===== config.mk =====
export PLATFORM = sky130hd
export DESIGN_NAME = mc_control_unit
export DESIGN_NICKNAME = d
export VERILOG_FILES = /design/src/rtl/ctrl_pkg.sv /design/src/rtl/alu_decoder.sv /design/src/rtl/mc_control_unit.sv
export SDC_FILE = /design/constraint.sdc
export NUM_CORES = 1
export LEC_CHECK = 0
export BUFFER_PORTS_ARGS = -buffer_cell sky130_fd_sc_hd__clkbuf_2
export CAP_MARGIN = 20
export CORE_MARGIN = 8
export CORE_UTILIZATION = 40
export CTS_BUF_LIST = sky130_fd_sc_hd__clkbuf_4 sky130_fd_sc_hd__clkbuf_8
export CTS_CLUSTER_SIZE = 14
export DETAILED_ROUTE_END_ITERATION = 10
export PLACE_DENSITY_LB_ADDON = 0.2
export SLEW_MARGIN = 20
export SYNTH_ARGS = -nofsm -noshare
export SYNTH_HDL_FRONTEND = slang
export SYNTH_SLANG_ARGS = --single-unit

===== constraint.sdc =====
create_clock -name clk -period 2.9 [get_ports clk]
set_input_delay 0 -clock clk [delete_from_list [all_inputs] [get_ports clk]]
set_output_delay 0 -clock clk [all_outputs]
set_load 0.05 [all_outputs]

===== src/rtl/ctrl_pkg.sv =====
// Shared types and constants for the multicycle RISC-V control unit:
// FSM state enum, opcode values, ALU control codes and alu_op encodings.
package ctrl_pkg;

    typedef enum logic [3:0] {
        FETCH,
        DECODE,
        MEMADR,
        MEMREAD,
        MEMWRITE,
        MEMWB,
        EXECUTER,
        EXECUTEI,
        ALUWB,
        JAL,
        BEQ,
        ILLEGAL
    } state_t;

    localparam state_t RESET_STATE = FETCH;

    localparam logic [6:0] OP_LW  = 7'b0000011;
    localparam logic [6:0] OP_SW  = 7'b0100011;
    localparam logic [6:0] OP_R   = 7'b0110011;
    localparam logic [6:0] OP_I   = 7'b0010011;
    localparam logic [6:0] OP_JAL = 7'b1101111;
    localparam logic [6:0] OP_BR  = 7'b1100011;

    localparam logic [2:0] ALU_ADD = 3'b000;
    localparam logic [2:0] ALU_SUB = 3'b001;
    localparam logic [2:0] ALU_AND = 3'b010;
    localparam logic [2:0] ALU_OR  = 3'b011;
    localparam logic [2:0] ALU_XOR = 3'b100;
    localparam logic [2:0] ALU_SLT = 3'b101;
    localparam logic [2:0] ALU_BAD = 3'b111;

    typedef enum logic [1:0] {
        ALUOP_ADD   = 2'b00,
        ALUOP_SUB   = 2'b01,
        ALUOP_FUNCT = 2'b10
    } alu_op_t;

    // Immediate format follows the opcode alone, in every state.
    function automatic logic [1:0] imm_of(input logic [6:0] op);
        logic [1:0] imm;
        imm = 2'b00;
        if (op == OP_SW)  imm = 2'b01;
        if (op == OP_BR)  imm = 2'b10;
        if (op == OP_JAL) imm = 2'b11;
        return imm;
    endfunction

endpackage


===== src/rtl/alu_decoder.sv =====
// ALU control decoder: alu_op/funct3/op[5]/funct7b5 -> 3-bit alu_ctrl.
// bad_funct flags an unsupported funct3 regardless of alu_op.
module alu_decoder
    import ctrl_pkg::*;
(
    input  alu_op_t    alu_op,
    input  logic [2:0] funct3,
    input  logic       op5,
    input  logic       funct7b5,
    output logic [2:0] alu_ctrl,
    output logic       bad_funct
);

    logic [2:0] funct_ctrl;

    always_comb begin
        bad_funct  = 1'b0;
        funct_ctrl = ALU_ADD;
        unique case (funct3)
            3'b000:  funct_ctrl = (op5 & funct7b5) ? ALU_SUB : ALU_ADD;
            3'b010:  funct_ctrl = ALU_SLT;
            3'b100:  funct_ctrl = ALU_XOR;
            3'b110:  funct_ctrl = ALU_OR;
            3'b111:  funct_ctrl = ALU_AND;
            default: begin
                funct_ctrl = ALU_BAD;
                bad_funct  = 1'b1;
            end
        endcase
    end

    always_comb begin
        alu_ctrl = ALU_BAD;
        unique case (alu_op)
            ALUOP_ADD:   alu_ctrl = ALU_ADD;
            ALUOP_SUB:   alu_ctrl = ALU_SUB;
            ALUOP_FUNCT: alu_ctrl = funct_ctrl;
            default:     alu_ctrl = ALU_BAD;
        endcase
    end

endmodule


===== src/rtl/mc_control_unit.sv =====
// Multicycle RISC-V control FSM driving datapath selects/enables and alu_ctrl.
// Ports: clk, reset (async high), op/funct3/funct7b5/zero in; pc_write,
// adr_src, mem_write, ir_write, result_src, alu_src_a, alu_src_b, alu_ctrl,
// imm_src, reg_write, illegal_op out. Optional macro: MC_CTRL_BNE_EN (bne).
module mc_control_unit
    import ctrl_pkg::*;
#(
    parameter bit ILLEGAL_TRAP = 1'b0
) (
    input  logic       clk,
    input  logic       reset,
    input  logic [6:0] op,
    input  logic [2:0] funct3,
    input  logic       funct7b5,
    input  logic       zero,
    output logic       pc_write,
    output logic       adr_src,
    output logic       mem_write,
    output logic       ir_write,
    output logic [1:0] result_src,
    output logic [1:0] alu_src_a,
    output logic [1:0] alu_src_b,
    output logic [2:0] alu_ctrl,
    output logic [1:0] imm_src,
    output logic       reg_write,
    output logic       illegal_op
);

    state_t  state, state_nx;
    alu_op_t alu_op;
    logic    bad_funct;
    logic    br_ok;
    logic    br_take;

    alu_decoder u_alu_decoder (
        .alu_op    (alu_op),
        .funct3    (funct3),
        .op5       (op[5]),
        .funct7b5  (funct7b5),
        .alu_ctrl  (alu_ctrl),
        .bad_funct (bad_funct)
    );

`ifdef MC_CTRL_BNE_EN
    assign br_ok   = (funct3 == 3'b000) || (funct3 == 3'b001);
    assign br_take = funct3[0] ? ~zero : zero;
`else
    assign br_ok   = (funct3 == 3'b000);
    assign br_take = zero;
`endif

    assign imm_src = imm_of(op);

    always_ff @(posedge clk or posedge reset) begin
        if (reset) state <= RESET_STATE;
        else       state <= state_nx;
    end

    always_comb begin
        state_nx   = state;
        alu_op     = ALUOP_ADD;
        pc_write   = 1'b0;
        adr_src    = 1'b0;
        mem_write  = 1'b0;
        ir_write   = 1'b0;
        result_src = 2'b00;
        alu_src_a  = 2'b00;
        alu_src_b  = 2'b00;
        reg_write  = 1'b0;
        illegal_op = 1'b0;
        unique case (state)
            FETCH: begin
                ir_write   = 1'b1;
                alu_src_b  = 2'b10;
                result_src = 2'b10;
                pc_write   = 1'b1;
                state_nx   = DECODE;
            end
            DECODE: begin
                alu_src_a = 2'b01;
                alu_src_b = 2'b01;
                case (op)
                    OP_LW, OP_SW: state_nx = MEMADR;
                    OP_R: begin
                        state_nx   = EXECUTER;
                        illegal_op = bad_funct;
                    end
                    OP_I: begin
                        state_nx   = EXECUTEI;
                        illegal_op = bad_funct;
                    end
                    OP_JAL: state_nx = JAL;
                    // Unsupported branch funct3 still runs BEQ, never taken.
                    OP_BR: begin
                        state_nx   = BEQ;
                        illegal_op = ~br_ok;
                    end
                    default: begin
                        state_nx   = ILLEGAL;
                        illegal_op = 1'b1;
                    end
                endcase
            end
            MEMADR: begin
                alu_src_a = 2'b10;
                alu_src_b = 2'b01;
                if (op == OP_SW) state_nx = MEMWRITE;
                else             state_nx = MEMREAD;
            end
            MEMREAD: begin
                adr_src  = 1'b1;
                state_nx = MEMWB;
            end
            MEMWRITE: begin
                adr_src   = 1'b1;
                mem_write = 1'b1;
                state_nx  = FETCH;
            end
            MEMWB: begin
                result_src = 2'b01;
                reg_write  = 1'b1;
                state_nx   = FETCH;
            end
            EXECUTER: begin
                alu_src_a = 2'b10;
                alu_op    = ALUOP_FUNCT;
                state_nx  = ALUWB;
            end
            EXECUTEI: begin
                alu_src_a = 2'b10;
                alu_src_b = 2'b01;
                alu_op    = ALUOP_FUNCT;
                state_nx  = ALUWB;
            end
            ALUWB: begin
                reg_write = 1'b1;
                state_nx  = FETCH;
            end
            JAL: begin
                alu_src_a = 2'b01;
                alu_src_b = 2'b10;
                pc_write  = 1'b1;
                state_nx  = ALUWB;
            end
            BEQ: begin
                alu_src_a = 2'b10;
                alu_op    = ALUOP_SUB;
                pc_write  = br_ok & br_take;
                state_nx  = FETCH;
            end
            ILLEGAL: begin
                if (ILLEGAL_TRAP) state_nx = ILLEGAL;
                else              state_nx = FETCH;
            end
            default: state_nx = FETCH;
        endcase
    end

endmodule


==> flow_metrics.py <==
metrics = {
    "floorplan": {
        "rows": 13,
        "dieArea_mm2": 0.00281,
        "die_w_um": 53.0,
        "coreArea_mm2": 0.00128,
        "die_h_um": 53.0,
        "ioPinCount": 31,
        "start_util": 0.426,
    },
    "synth": {
        "synth_cells": 87,
        "avgSynthCellArea_um2": 6.30,
        "ys_seq_elements": 4,
        "synth.distinct_cells": 31,
        "yosys-top-cells-area": "dfrtp_1 18%, nor2_1 11%, nand2_1 6.8%",
        "ys_seq_area_frac": 0.183,
        "async_flop_share": 1.00,
        "yosys.area_share.simple": 0.500,
        "synth_top_area_cell": "dfrtp_1",
        "yosysWarnings": 0,
        "synthAdderAreaFrac": 0,
        "synth_top_cell_area_share": 0.183,
        "synth_xor_area_frac": 0.0479,
        "synth_compound_area_frac": 0.196,
        "yosys-mux-area-fraction": 0,
        "synth-edff-count": 0,
        "ys.flop_type": "dfrtp_1",
        "synth_top_family_by_area": "simple AND/OR/NAND/NOR gates",
        "syn_area_um2": 548,
        "syn_nets": 101,
    },
    "timing": {
        "drv_slew": 0,
        "setup-violations-final": 0,
        "max_slew_margin": 0.674,
        "fin_tns_setup_ns": 0,
        "finalHoldViolations": 0,
        "timing.final.ws_setup_ns": 0.890,
        "fin_crit_sh": 0.693,
        "rsz0062_at_grt": "no",
        "clock_skew_ns": 0.00116,
        "worstMarginPinSlew_ns": 0.484,
        "max_freq_mhz": 497,
        "period_minus_slack_ns": 2.01,
    },
    "place": {
        "place_ws_ns": 1.14,
        "place_inst": 127,
        "port-buffer-count": 30,
        "place.gp.congestion": 0.739,
        "dp_hpwl_um": 1220,
    },
    "clock_tree": {
        "clk_latency_ns": 0.24,
        "cts_resized": 0,
        "clock_sinks": 4,
        "cts_made_buffers": 3,
        "htreeDepth": 1,
        "cts_setup_buffers": 0,
        "cts_tree": "done",
        "path_clk_slew_ns": 0.04,
        "clockBufferDepth": 2,
        "cts-root-buf": "clkbuf_4",
    },
    "cells_and_area": {
        "top_regs": "state (4)",
        "largest_reg_flops": 4,
        "nets": 132,
        "finalCoreUtilization": 0.564,
        "regMostFlops": "state",
        "fillCellCount": 128,
        "drive_gt1_frac": 0.302,
        "antenna_cells": 0,
        "final_cells": 131,
        "areaGrowthSynthToFinish_pct": 32.2,
    },
    "critical_path": {
        "critPathKind": "flop to primary output",
        "rr_worst_depth": 3,
        "critical_path_arrival_ns": 2.01,
        "crit_path_max_fanout": 14,
        "crit_path_end_kind": "primary output",
        "crit_required_ns": 2.90,
        "critPathLaunchType": "flop",
    },
    "min_path": {
        "hold_depth": 3,
        "hold_class": "input port to flop",
    },
    "grt": {
        "grtUsageTotal": 0.115,
        "grt_pass1_vias": 650,
        "grt_pass1_wl_um": 2590,
        "antenna_found_initial": 0,
        "grt-ovfl-total": 0,
        "grt_max_degree": 15,
    },
    "drt": {
        "vias_per_cell": 5.29,
        "totalWireLength_um": 1490,
        "detail-route-antenna-nets": 0,
        "first_pass_iters": 4,
        "drc_errors": 0,
        "drt_iter0_markers": 16,
        "avgRoutedWirePerCell_um": 11.4,
        "num_vias": 693,
    },
    "pwr": {
        "powerDensity_mw_per_mm2": 1250,
        "leakage_nw": 0.334,
        "peakVddDrop_mv": 0.533,
        "finalPower_uw": 908,
    },
    "job": {
        "drv_cap": 0,
    },
    "outcome": {
        "run_status": "completed",
    },
}
[per-stage QoR]
step           area, um2  hold slack, ns
2_1_floorplan        548          -0.234
3_3_place_gp         692          -0.128
3_5_place_dp         692          -0.131
4_1_cts              724          0.0833
5_1_grt              724           0.117
6_report             724          0.0969
[Yosys cell counts, types with 2 or more instances]
cell type and number:
nand2b_1 3, nand2_1 10, nand3_1 7, o32ai_1 2
nor3_1 7, o21ai_0 2, a21oi_1 5, inv_1 4
dfrtp_1 4, nor2_1 16, buf_2 2, xor2_1 2
nand4_1 2, or3_1 3, nor2b_1 2
[area by class of cell]
type | instances | area, um2 | area share
flip-flops and latches | 4 | 100 | 0.138
clock buffers | 3 | 22.5 | 0.0311
repair buffers | 31 | 160 | 0.221
well taps | 15 | 18.8 | 0.0259
multi-input cells | 74 | 408 | 0.563
inverters | 4 | 15.0 | 0.0207
[report_power, final]
group	switching (mW)	total, mW	internal (mW)
clock network	0.0223	0.0686	0.0463
registers	0.0773	0.158	0.0806
logic	0.508	0.681	0.174
total	0.607	0.908	0.301
[layout by cell type (no fill, tap or decap)]
cell           synthesis  final
nor4_1                 1      1
xor2_1                 2      2
a31oi_1                1      1
or3_1                  3      3
o32ai_1                2      2
a21oi_1                5      5
a221oi_1               1      1
a211o_1                1      1
nand2_1               10     10
xnor2_1                1      1
a221oi_2               1      1
o21ai_0                2      2
or4_1                  1      1
a211oi_1               1      1
clkbuf_2               0     30
nand2b_1               3      3
dlygate4sd3_1          0      1
or2_1                  1      1
nor3b_1                1      1
a311oi_1               1      1
inv_1                  4      4
nand3b_1               1      1
clkbuf_4               0      3
nor2_1                16     16
dfrtp_1                4      4
nand4_1                2      2
nor3_1                 7      7
nand3_1                7      7
or2_4                  1      1
nor2b_1                2      2
[kinds of logic (layout without fill, tap and decap cells)]
group           after synthesis  count (layout)
compound gates               15              15
xor+xnor                      3               3
simple gates                 56              56
flops                         4               4
buf+inv                       9              38
[critical path: stages, from the launching register on]
cell      delay, ns
dfrtp_1        0.52
nand2b_1       0.27
or2_1          0.28
a211o_1        0.27
o32ai_1        0.11
clkbuf_2       0.32
[timing repair]
action / 4_1_cts / 5_1_grt
hold buffers: 1 / 0
endpoints found under the setup margin: 0 / 0
hold endpoints to repair: 4 / 0
[final timing paths]
path | from | end | slack [ns]
worst max-delay path | state[1]$_DFF_PP0_ | illegal_op | 0.89
worst min-delay path | op[4] | state[2]$_DFF_PP0_ | 0.1
worst max register to register | state[1]$_DFF_PP0_ | state[1]$_DFF_PP0_ | 1.59
worst min register to register | state[0]$_DFF_PP0_ | state[2]$_DFF_PP0_ | 0.73
max in group asynchronous | reset | state[0]$_DFF_PP0_ | 2.58
min in group asynchronous | reset | state[2]$_DFF_PP0_ | 0.17
[per-layer routing]
| layer | global-route usage | vias to the layer above | share of wire |
|---|---|---|---|
| met5 | 0 | - | 0 |
| met4 | 0.0733 | 0 | 0.022 |
| met3 | 0.0224 | 4 | 0.061 |
| met2 | 0.182 | 20 | 0.46 |
| met1 | 0.139 | 300 | 0.46 |
| li1 | - | 369 | - |
Note: power is estimated with default switching activity, not from simulation.
